## src/rtl/fu_alloc_pkg.sv

```systemverilog
// Shared defaults and elaboration helpers for the round-robin FU allocator.
package fu_alloc_pkg;

  localparam int DEF_NUM_SLOTS = 2;
  localparam int DEF_NUM_FU    = 4;
  localparam int DEF_LAT_W     = 3;

  function automatic int clog2(input int n);
    int r;
    r = 0;
    while ((1 << r) < n) r++;
    return r;
  endfunction

endpackage

```

## src/rtl/fu_busy_ctr.sv

```systemverilog
// One FU occupancy counter: loads a latency on grant, counts down to free.
module fu_busy_ctr #(
  parameter int LAT_W = 3
) (
  input  logic             clk,
  input  logic             rst,
  input  logic             flush,
  input  logic             load,
  input  logic [LAT_W-1:0] lat,
  output logic             busy
);

  logic [LAT_W-1:0] cnt;

  // A zero latency still occupies the unit for one cycle.
  always_ff @(posedge clk) begin
    if (rst || flush)     cnt <= '0;
    else if (load)        cnt <= (lat == '0) ? LAT_W'(1) : lat;
    else if (cnt != '0)   cnt <= cnt - 1'b1;
  end

  assign busy = |cnt;

endmodule

```

## src/rtl/fu_rr_alloc.sv

```systemverilog
// In-order multi-slot FU allocator with round-robin free-unit search.
// Optional stall statistics counter enabled by defining FU_RR_STATS_EN.
module fu_rr_alloc
  import fu_alloc_pkg::*;
#(
  parameter int NUM_SLOTS = DEF_NUM_SLOTS,
  parameter int NUM_FU    = DEF_NUM_FU,
  parameter int LAT_W     = DEF_LAT_W,
  parameter int FU_IDW    = clog2(NUM_FU)
) (
  input  logic                        clk,
  input  logic                        rst,
  input  logic [NUM_SLOTS-1:0]        slot_valid,
  input  logic [NUM_SLOTS*LAT_W-1:0]  slot_lat,
  input  logic                        flush,
  output logic [NUM_SLOTS-1:0]        slot_grant,
  output logic [NUM_SLOTS*FU_IDW-1:0] slot_fu_id,
  output logic [NUM_FU-1:0]           fu_busy,
  output logic                        stall,
  output logic [15:0]                 stall_cnt
);

  logic [FU_IDW-1:0]            rr_ptr, rr_nxt, last_fu, idx, sel;
  logic [NUM_FU-1:0]            busy, taken, load;
  logic [NUM_FU-1:0][LAT_W-1:0] fu_lat;
  logic                         blocked, found, any_grant, kill;

  assign kill = rst | flush;

  // Slots are served in order; the first valid slot that finds no free unit
  // blocks every slot above it. Units already taken this cycle are masked.
  always_comb begin
    slot_grant = '0;
    slot_fu_id = '0;
    load       = '0;
    fu_lat     = '0;
    taken      = '0;
    blocked    = 1'b0;
    found      = 1'b0;
    any_grant  = 1'b0;
    last_fu    = '0;
    idx        = '0;
    sel        = '0;
    for (int k = 0; k < NUM_SLOTS; k++) begin
      if (slot_valid[k] && !kill && !blocked) begin
        found = 1'b0;
        sel   = '0;
        for (int i = 0; i < NUM_FU; i++) begin
          idx = FU_IDW'((int'(rr_ptr) + i) % NUM_FU);
          if (!found && !busy[idx] && !taken[idx]) begin
            found = 1'b1;
            sel   = idx;
          end
        end
        if (found) begin
          slot_grant[k]                    = 1'b1;
          slot_fu_id[k*FU_IDW +: FU_IDW]   = sel;
          taken[sel]                       = 1'b1;
          load[sel]                        = 1'b1;
          fu_lat[sel]                      = slot_lat[k*LAT_W +: LAT_W];
          any_grant                        = 1'b1;
          last_fu                          = sel;
        end else begin
          blocked = 1'b1;
        end
      end
    end
  end

  assign rr_nxt  = FU_IDW'((int'(last_fu) + 1) % NUM_FU);
  assign stall   = !kill && |(slot_valid & ~slot_grant);
  assign fu_busy = busy;

  always_ff @(posedge clk) begin
    if (rst)            rr_ptr <= '0;
    else if (any_grant) rr_ptr <= rr_nxt;
  end

  for (genvar j = 0; j < NUM_FU; j++) begin : g_fu
    fu_busy_ctr #(.LAT_W(LAT_W)) u_ctr (
      .clk   (clk),
      .rst   (rst),
      .flush (flush),
      .load  (load[j]),
      .lat   (fu_lat[j]),
      .busy  (busy[j])
    );
  end

`ifdef FU_RR_STATS_EN
  logic [15:0] stall_q;

  always_ff @(posedge clk) begin
    if (rst)                             stall_q <= '0;
    else if (stall && stall_q != 16'hFFFF) stall_q <= stall_q + 16'd1;
  end

  assign stall_cnt = stall_q;
`else
  assign stall_cnt = '0;
`endif

endmodule

```

## config.mk

```make
export PLATFORM = sky130hd
export DESIGN_NAME = fu_rr_alloc
export DESIGN_NICKNAME = d
export VERILOG_FILES = /design/src/rtl/fu_alloc_pkg.sv /design/src/rtl/fu_busy_ctr.sv /design/src/rtl/fu_rr_alloc.sv
export SDC_FILE = /design/constraint.sdc
export NUM_CORES = 1
export LEC_CHECK = 0
export CAP_MARGIN = 20
export CORE_MARGIN = 2
export CORE_UTILIZATION = 55
export DETAILED_ROUTE_END_ITERATION = 10
export PLACE_DENSITY = 0.85
export SYNTH_ARGS = -nofsm -noshare
export SYNTH_HDL_FRONTEND = slang
export SYNTH_SLANG_ARGS = --single-unit
```

## constraint.sdc

```tcl
create_clock -name clk -period 7.3 [get_ports clk]
set_clock_uncertainty 0.05 [all_clocks]
set_input_delay 1.46 -clock clk [delete_from_list [all_inputs] [get_ports clk]]
set_output_delay 1.46 -clock clk [all_outputs]
set_load 0.01 [all_outputs]
```

# == Word-level counts from Yosys, hierarchy flattened ==
# Cells that the tools add are included.
# Widths: inputs -> output; s select.
# op_classes
addsub,8
mul,0
div,0
magnitude_cmp,8
n_eq_ne,0
shifts,0
n_mux,93
bitwise_logic,5
reduce_logical,58
# op_table
cell,count
$mux 12,4
$mux 3,14
$mux 1,38
$mux 2,16
$bmux 1 s2,12
$logic_and 1x1->1,20
$logic_not 1->1,20
$lt 2x3->1 const B,6
$mux 4,4
$and 12x12->12,1
$bwmux 12,1
$demux 3 s2,2
$logic_not 3->1,4
$reduce_bool 3->1,4
$reduce_or 3->1,4
$sub 3x1->3 const B,4
$reduce_bool 2->1,4
$add 2x1->2 const B,2
$add 2x2->2 const B,2
$demux 1 s2,2
$ge 2x1->1 const B,2
$or 4x4->4,1
$and 2x2->2,1
$not 2->2,1
other kinds (3),3
# totals
reg_bits,14
latch_bits,0
ram_bits,0
romBits,0
input_bits,11
out_inout_bits,27
wordCells,177
memories,0

# == Logic depth before layout (Yosys ltp) ==
# depth
word_depth,59
ltp_mapped,18
ltp_nobuf,16

# == Hierarchy ==
# A second synthesis with hierarchy kept.
# hier_totals
cells_unflattened,248
hier_area_um2,1888.1
# modules_own_cells
mod,n_inst,cells_each,area_per_inst_um2,seq_area_each_um2
fu_rr_alloc,1,160,1092.3,40.0
fu_busy_ctr,4,22,198.9,60.1

# == Least setup slack after synthesis ==
# OpenSTA, ideal clock, no wires.
# synth_path
path_kind,input-to-output
startpoint,input port flush
endpoint,output port slot_fu_id[2]
t_arrival_ps,3238
t_required_ps,5790
slack_ps,2552
cell_stages,8
n_path_buf,1
path_cell_list,or3b_1 > clkbuf_1 > nor2_1 > nand4_1 > or3_1 > and3_4 > a211o_1 > a32o_2
# synth_between
elab_chain_cells,27
elab_cells_between_ends,45
cone_classes,mux (25); bitwise (1); reduce/logical (19)
# synth_lines
element,line,source
from (decl),fu_rr_alloc.sv:15,"input logic flush,"
$or 1x1->1 *,fu_rr_alloc.sv:28,assign kill = rst | flush;
$logic_not 1->1 *,fu_rr_alloc.sv:45,if (slot_valid[k] && !kill && !blocked) begin
$logic_and 1x1->1,fu_rr_alloc.sv:45,
$mux 4,fu_rr_alloc.sv:45,
$bmux 1 s2,fu_rr_alloc.sv:50,if (!found && !busy[idx] && !taken[idx]) begin
$mux 1 (not written as such),fu_rr_alloc.sv:50,
$logic_not 1->1,fu_rr_alloc.sv:50,
$logic_and 1x1->1,fu_rr_alloc.sv:50,
[10 not listed],--,
$mux 1,fu_rr_alloc.sv:50,
$mux 1,fu_rr_alloc.sv:45,
$logic_not 1->1,fu_rr_alloc.sv:50,
$logic_and 1x1->1 (2 in a row),fu_rr_alloc.sv:50,
$mux 2 / $mux 1 (equally long branches),fu_rr_alloc.sv:50,
$mux 2 / $mux 1 (equally long branches),fu_rr_alloc.sv:45,
$mux 2,fu_rr_alloc.sv:55,if (found) begin
$mux 2 *,fu_rr_alloc.sv:45,
to (decl),fu_rr_alloc.sv:17,"output logic [NUM_SLOTS*FU_IDW-1:0] slot_fu_id,"
# Mark *: on every way between the ends. The rest lies on a longest branch, timed or not. The select of a mux whose other input is x is not followed.

# == Worst setup path after layout ==
# layout_path
startpoint,input port rst
endpoint,output port slot_fu_id[2]
# layout_between
elab_chain_cells,27
elab_cells_between_ends,45
cone_classes,mux (25); bitwise (1); reduce/logical (19)
# layout_lines
element,line,source
from (decl),fu_rr_alloc.sv:12,"input logic rst,"
$or 1x1->1 *,fu_rr_alloc.sv:28,
$logic_not 1->1 *,fu_rr_alloc.sv:45,
$logic_and 1x1->1,fu_rr_alloc.sv:45,
$mux 4,fu_rr_alloc.sv:45,
$bmux 1 s2,fu_rr_alloc.sv:50,
$mux 1 (not written as such),fu_rr_alloc.sv:50,
$logic_not 1->1,fu_rr_alloc.sv:50,
$logic_and 1x1->1,fu_rr_alloc.sv:50,
[10 not listed],--,
$mux 1,fu_rr_alloc.sv:50,
$mux 1,fu_rr_alloc.sv:45,
$logic_not 1->1,fu_rr_alloc.sv:50,
$logic_and 1x1->1 (2 in a row),fu_rr_alloc.sv:50,
$mux 2 / $mux 1 (equally long branches),fu_rr_alloc.sv:50,
$mux 2 / $mux 1 (equally long branches),fu_rr_alloc.sv:45,
$mux 2,fu_rr_alloc.sv:55,
$mux 2 *,fu_rr_alloc.sv:45,
# Marked as above.

==> summary.txt <==
status: complete, no violations
Final Worst Setup Slack: 1.38 ns
sequential element share of the synthesized area: 13.5%
Yosys top cell by area: dfxtp_1
crit-path cells: clkdlybuf4s50_1, or3b_1, nor2_1, nand4_1, or3_1, and3_4, a211o_1, a32o_2, clkdlybuf4s50_1
Sw Ratio: 49.4%
Synth top cells by count: 24 x buf_4, 22 x nor2_1, 21 x nand2_1
EDFF count, synth: 0
top-count cell post-synth: buf_4
DRC viols: 0
number of I/O pins: 38
hold crit path type: reg -> reg
#FFs+latches synth: 14
VDD IR max: 0.000120 V
NumNets Final: 305
CP required: 5.79 ns
Starting Density: 57.1%
Cell Area, Synth: 2070 sq um
syn avg cell area: 7.54 sq um
pwr dens: 217 nW/um^2
chip height: 65.4 um
Yosys top cell area share: 13.5%
crit path max fanout: 6
largest net degree at the start of global routing: 27
Row Count: 22
Layout area overhead: 7.54%
Die X-Extent: 65.4 um
Setup crit end kind: output pin
H-tree depth: 1
worst setup path class: in -> out
initial antenna violation count: 0
total congestion overflow: 0
CP Launch Type: input port
hold_buf cts: 0
cell count after synthesis: 275
CP arrival: 4.41 ns
Die ar.: 4280 sq um
Finished Layout Cells: 332
wire length per cell: 16.6 um
Final Setup Violations: 0
final hold viol count: 0
first-pass GRT wire length: 9130 um
vias per cell: 6.48
critical path's largest stage delay: 0.51 ns
most frequent CP cell: clkdlybuf4s50_1
CTS buffer count: 3
Cell Int Power: 0.245 mW
root buffer cell: clkbuf_8
CTS tree: done
number of fill cells: 334
Post-CTS Setup Inserts: 0
Clk pwr share: 13.3%
Post-Place Cells: 329
max cap viols: 0
fmax: 169 MHz
Pwr Total: 0.483 mW
Slew Limit Fails: 0
RePlAce Congestion: 0.978
Combinational Power Share: 66.4%
ys async rst share: 0%
Met1 Wirelength: 2350 um
Sum Neg Setup Slack: 0 ns
Tcrit/Tclk final: 81.2%
Post-synth top flop: dfxtp_1
net switching power: 0.239 mW
Worst-path clk slew: 0.06 ns
Slew headroom: 43.4%
RSZ-0062 raised after global routing: no
Clock Path Buffers: 2
# diodes: 0
largest cells by area after synthesis: dfxtp_1 14%, buf_4 8.7%, ha_1 4.8%
Tmin final: 5.92 ns
vias in the first global route: 1845
Worst path slowest cell: or3b_1
synth warn: 0
dpl ws: 1.42 ns
PortBufs: 21
CTS resizes: 0
clk_lat worst skew: 0.24 ns
Core ar.: 3630 sq um
layout cells sized above 1: 14.8%
Routed WL: 5500 um
crit-path leading delay family: simple AND/OR/NAND/NOR gates
1st-iter DRT viols: 291
WL met3: 541 um
Detail Route Antenna Nets: 0
metal2 WL: 2580 um
DRT Pass-1 Iters: 5
slew at the pin closest to its max-slew limit: 0.848 ns
Cell variety after synth: 76
P_leak: 0.827 nW
clk sinks: 14
Vias: 2150
sequential power share: 20.3%
top routing layer used: met4
WP buf/inv: 2
detailed placer's ending HPWL: 4320 um
GR Util All Layers: 26.9%
==> per-stage QoR <==
step                utilization, %  cell area (sq um)  hold slack, ns
floorplan                        -               2130           0.473
global placement              60.2               2190           0.494
detailed placement            60.2               2190           0.497
CTS                           61.4               2230           0.512
global route                  61.4               2230           0.538
finish                        61.4               2230           0.506
==> power groups by stage <==
stage,registers (mW),clock network [mW],logic (mW)
after global placement,0.0988,0,0.311
final,0.0981,0.0641,0.321
after CTS,0.0977,0.0659,0.316
after detailed placement,0.0995,0,0.316
after floorplan,0.0923,0,0.268
after global routing,0.0993,0.0694,0.351
==> layout by cell type (no fill, tap or decap), types with 4 or more instances in the layout <==
cell type	Yosys	routed
nand3_1	10	10
dfxtp_1	14	14
mux2i_1	5	5
nor2b_1	5	5
nand2b_1	4	4
a31oi_1	7	7
ha_1	8	8
o211ai_1	8	8
inv_1	12	12
inv_2	4	4
o21ai_0	7	7
nand2_1	21	21
a21oi_1	14	14
nor2_1	22	22
nand4_1	6	6
nor3_1	5	5
o21ai_1	4	4
clkdlybuf4s50_1	0	21
conb_1	1	16
==> sequential cells by signal (all words and copies together) (netlist names) <==
signal,cells
g_fu.u_ctr.cnt,12
rr_ptr,2
==> layer usage <==
| layer | up-vias | track usage [%] |
|---|---|---|
| met4 | 0 | 2.08 |
| met1 | 1002 | 40.5 |
| met5 | - | 0 |
| li1 | 1012 | - |
| met2 | 128 | 43.0 |
| met3 | 8 | 2.91 |
==> worst min-delay path, delay by kind of cell, from the launching register on <==
| kind | cells | cell delay, ns |
|---|---|---|
| AO/OA/AOI/OAI | 2 | 0.19 |
| flip-flops | 1 | 0.32 |
==> worst paths after layout <==
| path | startpoint | to | slack (ns) | cells past startpoint |
|---|---|---|---|---|
| worst max-delay path | rst | slot_fu_id[2] | 1.38 | 9 |
| worst min-delay path | g_fu[1].u_ctr.cnt[0]$_SDFFE_PP0P_ | g_fu[1].u_ctr.cnt[0]$_SDFFE_PP0P_ | 0.51 | 2 |
| worst max register to register | g_fu[1].u_ctr.cnt[0]$_SDFFE_PP0P_ | g_fu[1].u_ctr.cnt[2]$_SDFFE_PP0P_ | 3.43 | 14 |
| worst min register to register | g_fu[1].u_ctr.cnt[0]$_SDFFE_PP0P_ | g_fu[1].u_ctr.cnt[0]$_SDFFE_PP0P_ | 0.51 | 2 |
==> area by class of cell <==
type	count	area, sq um	area share (%)
Multi-Input combinational cell	225	1540	69.2
Sequential cell	14	280	12.6
Timing Repair Buffer	23	225	10.1
Inverter	19	78.8	3.54
Tap cell	48	60.1	2.69
Clock buffer	3	41.3	1.85
==> cell families after synthesis <==
group	after synthesis	share of synthesized area, %
and+or+nand+nor	108	29.6
AOI/OAI and AO/OA	85	33.3
buffers and inverters	51	14.7
DFF	14	13.5
adders and majority gates	8	4.83
muxes	7	3.50
other	1	0.181
xor gates and xnor gates	1	0.423
No activity file was read; power rests on OpenSTA's default activity.
